--- src/rtl/mul_div_unit.sv ---
// mul_div_unit: multi-cycle multiply/divide engine for MULT (3'b111) and DIV (3'b101).
// MULT: {hi,lo} = op_a * op_b. DIV: lo = quotient, hi = remainder.
// Ports:
//   clk, rst_n       - clock, synchronous active-low reset
//   ALU_aluOp[2:0]   - operation code; only MULT/DIV are accepted
//   start            - request, accepted in IDLE or DONE
//   op_a, op_b       - multiplicand/dividend, multiplier/divisor
//   busy             - high while iterating or fixing up the result
//   done             - one-cycle pulse, hi/lo/div_zero valid
//   hi, lo           - result registers, held between completions
//   div_zero         - last DIV had a zero divisor
// Build option: define MULDIV_SIGNED_EN for two's-complement operands;
// otherwise operands are unsigned. Latency is identical in both builds.
module mul_div_unit #(
    parameter int WIDTH = 32,
    parameter int CNT_W = 6
) (
    input  logic             clk,
    input  logic             rst_n,
    input  logic [2:0]       ALU_aluOp,
    input  logic             start,
    input  logic [WIDTH-1:0] op_a,
    input  logic [WIDTH-1:0] op_b,
    output logic             busy,
    output logic             done,
    output logic [WIDTH-1:0] hi,
    output logic [WIDTH-1:0] lo,
    output logic             div_zero
);
    localparam logic [2:0]       OP_MULT   = 3'b111;
    localparam logic [2:0]       OP_DIV    = 3'b101;
    localparam logic [CNT_W-1:0] LAST_STEP = CNT_W'(WIDTH - 1);

    typedef enum logic [1:0] {S_IDLE, S_ITER, S_FIX, S_DONE} state_e;

    state_e             state_q, state_d;
    logic [CNT_W-1:0]   cnt_q, cnt_d;
    logic [2*WIDTH-1:0] acc_q, acc_d;     // MULT: product/multiplier; DIV: quotient in low half
    logic [WIDTH-1:0]   rem_q, rem_d;     // DIV partial remainder
    logic [WIDTH-1:0]   dvsr_q, dvsr_d;   // |op_b|: multiplicand or divisor
    logic               is_div_q, is_div_d;
    logic               dz_q, dz_d;
    logic               neg_lo_q, neg_lo_d;
    logic               neg_hi_q, neg_hi_d;
    logic [WIDTH-1:0]   hi_q, hi_d;
    logic [WIDTH-1:0]   lo_q, lo_d;
    logic               div_zero_q, div_zero_d;

    logic               is_div_op, accept, b_zero;
    logic [WIDTH-1:0]   mag_a, mag_b;
    logic               sgn_ab, sgn_a;

    always_comb begin
        is_div_op = (ALU_aluOp == OP_DIV);
        b_zero    = (op_b == '0);
        accept    = start && ((state_q == S_IDLE) || (state_q == S_DONE)) &&
                    ((ALU_aluOp == OP_MULT) || is_div_op);
`ifdef MULDIV_SIGNED_EN
        mag_a  = op_a[WIDTH-1] ? -op_a : op_a;
        mag_b  = op_b[WIDTH-1] ? -op_b : op_b;
        sgn_ab = op_a[WIDTH-1] ^ op_b[WIDTH-1];
        sgn_a  = op_a[WIDTH-1];
`else
        mag_a  = op_a;
        mag_b  = op_b;
        sgn_ab = 1'b0;
        sgn_a  = 1'b0;
`endif
    end

    // One iteration step. The restoring trial value is WIDTH+1 bits; since the
    // remainder stays below the divisor, the difference always fits in WIDTH bits.
    logic [WIDTH:0]     mul_sum;
    logic [WIDTH:0]     div_shift;
    logic               div_ge;
    logic [WIDTH-1:0]   div_diff;
    logic [2*WIDTH-1:0] prod_fix;
    logic [WIDTH-1:0]   quo_fix, rem_fix;

    always_comb begin
        mul_sum   = {1'b0, acc_q[2*WIDTH-1:WIDTH]} + (acc_q[0] ? {1'b0, dvsr_q} : '0);
        div_shift = {rem_q, acc_q[WIDTH-1]};
        div_ge    = (div_shift >= {1'b0, dvsr_q});
        div_diff  = div_shift[WIDTH-1:0] - dvsr_q;
        prod_fix  = neg_lo_q ? -acc_q : acc_q;
        quo_fix   = neg_lo_q ? -acc_q[WIDTH-1:0] : acc_q[WIDTH-1:0];
        rem_fix   = neg_hi_q ? -rem_q : rem_q;
    end

    // State register and datapath flops
    always_ff @(posedge clk) begin
        if (!rst_n) begin
            state_q    <= S_IDLE;
            cnt_q      <= '0;
            acc_q      <= '0;
            rem_q      <= '0;
            dvsr_q     <= '0;
            is_div_q   <= 1'b0;
            dz_q       <= 1'b0;
            neg_lo_q   <= 1'b0;
            neg_hi_q   <= 1'b0;
            hi_q       <= '0;
            lo_q       <= '0;
            div_zero_q <= 1'b0;
        end else begin
            state_q    <= state_d;
            cnt_q      <= cnt_d;
            acc_q      <= acc_d;
            rem_q      <= rem_d;
            dvsr_q     <= dvsr_d;
            is_div_q   <= is_div_d;
            dz_q       <= dz_d;
            neg_lo_q   <= neg_lo_d;
            neg_hi_q   <= neg_hi_d;
            hi_q       <= hi_d;
            lo_q       <= lo_d;
            div_zero_q <= div_zero_d;
        end
    end

    // Next state. A zero divisor skips the iterations and only spends the
    // FIX cycle, so done appears one edge after acceptance.
    always_comb begin
        state_d = state_q;
        case (state_q)
            S_IDLE, S_DONE: begin
                if (accept)
                    state_d = (is_div_op && b_zero) ? S_FIX : S_ITER;
                else if (state_q == S_DONE)
                    state_d = S_IDLE;
            end
            S_ITER:  if (cnt_q == LAST_STEP) state_d = S_FIX;
            S_FIX:   state_d = S_DONE;
            default: state_d = S_IDLE;
        endcase
    end

    // Datapath next values
    always_comb begin
        cnt_d      = cnt_q;
        acc_d      = acc_q;
        rem_d      = rem_q;
        dvsr_d     = dvsr_q;
        is_div_d   = is_div_q;
        dz_d       = dz_q;
        neg_lo_d   = neg_lo_q;
        neg_hi_d   = neg_hi_q;
        hi_d       = hi_q;
        lo_d       = lo_q;
        div_zero_d = div_zero_q;
        if (accept) begin
            cnt_d              = '0;
            rem_d              = '0;
            dvsr_d             = mag_b;
            is_div_d           = is_div_op;
            dz_d               = is_div_op && b_zero;
            acc_d              = '0;
            acc_d[WIDTH-1:0]   = (is_div_op && b_zero) ? op_a : mag_a;
            neg_lo_d           = sgn_ab;
            neg_hi_d           = is_div_op ? sgn_a : sgn_ab;
            div_zero_d         = 1'b0;
        end else if (state_q == S_ITER) begin
            cnt_d = cnt_q + 1'b1;
            if (is_div_q) begin
                acc_d[WIDTH-1:0] = {acc_q[WIDTH-2:0], div_ge};
                rem_d            = div_ge ? div_diff : div_shift[WIDTH-1:0];
            end else begin
                acc_d = {mul_sum, acc_q[WIDTH-1:1]};
            end
        end else if (state_q == S_FIX) begin
            if (dz_q) begin
                hi_d       = acc_q[WIDTH-1:0];
                lo_d       = '1;
                div_zero_d = 1'b1;
            end else if (is_div_q) begin
                hi_d = rem_fix;
                lo_d = quo_fix;
            end else begin
                hi_d = prod_fix[2*WIDTH-1:WIDTH];
                lo_d = prod_fix[WIDTH-1:0];
            end
        end
    end

    // Outputs
    always_comb begin
        busy     = (state_q == S_ITER) || (state_q == S_FIX);
        done     = (state_q == S_DONE);
        hi       = hi_q;
        lo       = lo_q;
        div_zero = div_zero_q;
    end

endmodule
--- config.mk ---
export PLATFORM = sky130hd
export DESIGN_NAME = mul_div_unit
export DESIGN_NICKNAME = d
export VERILOG_FILES = /design/src/rtl/mul_div_unit.sv
export SDC_FILE = /design/constraint.sdc
export NUM_CORES = 1
export LEC_CHECK = 0
export ABC_AREA = 0
export BUFFER_PORTS_ARGS = -buffer_cell sky130_fd_sc_hd__buf_2
export CAP_MARGIN = 10
export CORE_MARGIN = 2
export CORE_UTILIZATION = 60
export DETAILED_ROUTE_END_ITERATION = 8
export PLACE_DENSITY = 0.8
export SLEW_MARGIN = 20
export SYNTH_ARGS = -nofsm -noshare
export SYNTH_HDL_FRONTEND = slang
export SYNTH_SLANG_ARGS = --single-unit
--- constraint.sdc ---
create_clock -name clk -period 6.7 [get_ports clk]
set_input_delay 0.335 -clock clk [delete_from_list [all_inputs] [get_ports clk]]
set_output_delay 0.335 -clock clk [all_outputs]
set_load 0.01 [all_outputs]
==> metrics.md <==
| Metric | Value |
|---|---|
| Synthesized cell area | `~12000 um^2` |
| Ys flop type | `dfxtp_1` |
| Reg area | `about 4100 um^2` |
| Synth cell types | `69` |
| DRT iter0 DRCs | `1064` |
| HP Class | `in -> reg` |
| Setup crit start kind | `flop` |
| Min-delay src | `ALU_aluOp[1]` |
| Placed insts | `between 1500 and 2000` |
| Max-slew violations | `0` |
| HPWL after detailed placement | `~25 mm` |
| Warnings, synthesis | `0` |
| Top cells by area, synth | `dfxtp_1 33%, mux2i_1 8.2%, ha_1 6.9%` |
| Largest net degree at the start of global routing | `105` |
| Vias/cell | `6.141` |
| RD Place Congestion | `about 0.99` |
| Die extent in x | `147.4 um` |
| Post-synthesis sequential area ratio | `0.3294` |
| Routed Antenna Nets | `0` |
| # IOs | `around 140` |
| Reg2Reg Depth | `13` |
| CP Class | `reg -> reg` |
| F_max | `between 200 and 300 MHz` |
| Hold WS | `about 41 ps` |
| Final Cell Area | `between 10000 and 15000 um^2` |
| CP Launch Point | `acc_q[0]` |
| Slew @ Worst Pin | `~1100 ps` |
| Post-synth top area cell | `dfxtp_1` |
| Fin crit share | `0.5618` |
| Reg2reg end | `acc_q[61]` |
| CP required | `just over 7000 ps` |
| Placed Area | `around 13000 um^2` |
| Routed WL per cell | `around 19 um` |
| LEAKAGE | `0.005727 uW` |
| Minimum clock period | `3764 ps` |
| Post-Route Skew | `around 11 ps` |
| Max cap viols | `0` |
| Status | `finished clean` |
| Met2 GRT Util | `0.5187` |
| CTS max path bufs | `3` |
| Area occupied by multi-input gates | `7622 um^2` |
| Hold endpoint | `is_div_q` |
| Post-synth EDFFs | `0` |
| Post-synth top area share | `0.3294` |
| Mapped Nets | `about 1700` |
| Worst-path clk slew | `60 ps` |
| Unrepaired setup endpoints after global routing | `false` |
| Top Usage Layer GRT | `met2` |
| DRC | `0` |
| Share of layout cells above drive strength 1 | `0.1282` |
| Flop-to-flop setup slack | `2940 ps` |
| Die area | `21720 um^2` |
| Reg-to-Reg Start | `acc_q[0]` |
| Clock sinks | `between 200 and 250` |
| Grt total ovfl | `0` |
| Via count | `between 10000 and 15000` |
| Filler cells | `between 1500 and 2000` |
| Avg Cell Area, Syn | `7.779 um^2` |
| Layout area overhead | `12.28%` |
| Slew HR | `0.2737` |
| Critical Path AT | `4170 ps` |
| GR Layer Usage met1 | `0.4233` |
| Synth async-reset ratio | `0` |
| Die height | `roughly 150 um` |
| Setup violations, final | `0` |
| # port buffers | `between 100 and 150` |
| Peak supply drop | `between 0.0003 and 0.0004 V` |
| Post-CTS Setup Inserts | `0` |
| H-Tree Level Count | `1` |
| DR pass1 iterations | `6` |
| Root Driver | `clkbuf_16` |
| Clk_lat worst skew | `roughly 520 ps` |
| CP endpoint kind | `flop` |
| Syn Inst Count | `approximately 1600` |
| Pwr dens | `between 300 and 400 nW/um^2` |
| Most frequent cells in the layout | `203 x nor2_1, 201 x dfxtp_1, 191 x nand2_1` |
| Post-CTS Hold Buffers | `0` |
| Worst Path Max Fanout | `28` |
| First-pass GRT wire length | `about 58 mm` |
| Most common cell after layout, fill and taps aside | `nor2_1` |
| Vias in the first global route | `roughly 11000` |
| Total Routed Length | `between 30 and 40 mm` |
| Gr usage total | `0.3235` |
| Cts bufs inserted | `24` |
| Synthesized flop and latch total | `around 200` |
| Hold Vio Cnt, Final | `0` |
| Post-CTS Resized | `0` |
| Final TNS setup | `0 ps` |
| Initial Utilization | `0.6097` |
| M3 GR Usage | `0.04228` |
| CTS tree | `done` |
| Fin cells | `1949` |
| Core area | `just over 20000 um^2` |
| Hold Path Stages | `2` |
| FP Rows | `52` |
| Layout net count | `1800` |
| Initial antenna violation count | `2` |
-- cell type report --
class,instances,share of cell area
Clock inverter,5,0.005691
Tap cell,270,0.02439
Timing Repair Buffer,152,0.05781
Clock buffer,38,0.05158
Multi-Input combinational cell,1220,0.5503
Inverter,59,0.01617
Antenna cell,2,0.0003613
Sequential cell,203,0.2937
-- synthesized netlist by cell type (all sizes together), types with 3 or more instances --
master / count
and2: 38
a41o: 3
o211a: 6
nand3: 34
xnor2: 21
o221ai: 3
nor2: 204
or3: 11
a211o: 5
buf: 30
ha: 68
inv: 58
a221oi: 3
o41ai: 3
nor3: 19
nor2b: 7
o21ba: 3
clkbuf: 74
nand3b: 3
o21a: 5
a21oi: 151
nand2b: 16
o22ai: 35
a22oi: 3
a31o: 3
o211ai: 11
o31a: 3
dfxtp: 203
and3: 13
a31oi: 13
a41oi: 3
o31ai: 3
a211oi: 58
o21ai: 83
xor2: 20
mux2i: 101
nor4: 8
a21o: 24
nand2: 192
nand4: 19
and4: 3
-- stage by stage --
| stage | utilization | setup slack, ps | total power (uW) |
|---|---|---|---|
| 2_1_floorplan | - | 3722 | 2833 |
| 3_3_place_gp | 0.6448 | 3090 | 3155 |
| 3_5_place_dp | 0.6448 | 3023 | 3190 |
| 4_1_cts | 0.6840 | 3006 | 4508 |
| 5_1_grt | 0.6846 | 2753 | 4772 |
| 6_report | 0.6846 | 2936 | 4533 |
-- worst max path at each step --
stage / to / slack, ps / cells past startpoint
finish: acc_q[61] / 2940 / 13
global placement: rem_q[18] / 3090 / 12
CTS: rem_q[18] / 3010 / 12
global route: acc_q[61] / 2750 / 13
floorplan: acc_q[54] / 3720 / 13
detailed placement: rem_q[18] / 3020 / 12
-- per-layer routing --
metal / wire [um] / share of wire / vias up
met3: 2066 / 0.057 / 128
met1: 15230 / 0.42 / 5597
met2: 16530 / 0.46 / 462
met4: 2323 / 0.064 / 0
met5: 0 / 0 / -
li1: - / - / 5782
-- worst max-delay path, cell delays in order, from the launching register on --
cell      delay (ps)
dfxtp_1          420
buf_4            290
and2_1           190
ha_1             230
fa_1             420
a21oi_1          250
o221ai_1         190
o211ai_1         460
nand4_1          230
nand2_1          190
o31ai_1          120
o41ai_1          420
or4_1            180
nand3_1           60
-- logic make-up after synthesis --
group,count (synthesis),share of synthesized area
buffers and inverters,163,0.05406
and+or+nand+nor,572,0.2068
AOI/OAI and AO/OA,435,0.2256
muxes,102,0.08286
DFF,203,0.3294
xor gates and xnor gates,41,0.02911
adders and majority gates,70,0.07221
-- state kept, by name (all words and copies together) (netlist names) --
| register | count |
|---|---|
| is_div_q | 1 |
| div_zero | 1 |
| acc_q | 64 |
| lo | 32 |
| dz_q | 1 |
| rem_q | 32 |
| cnt_q | 6 |
| state_q | 2 |
| hi | 32 |
| dvsr_q | 32 |
-- power by group --
group	switching (uW)	internal [uW]	total, uW
registers	171	1370	1540
clock network	517	805	1320
logic	1010	661	1670
No activity file was read; power rests on OpenSTA's default activity.
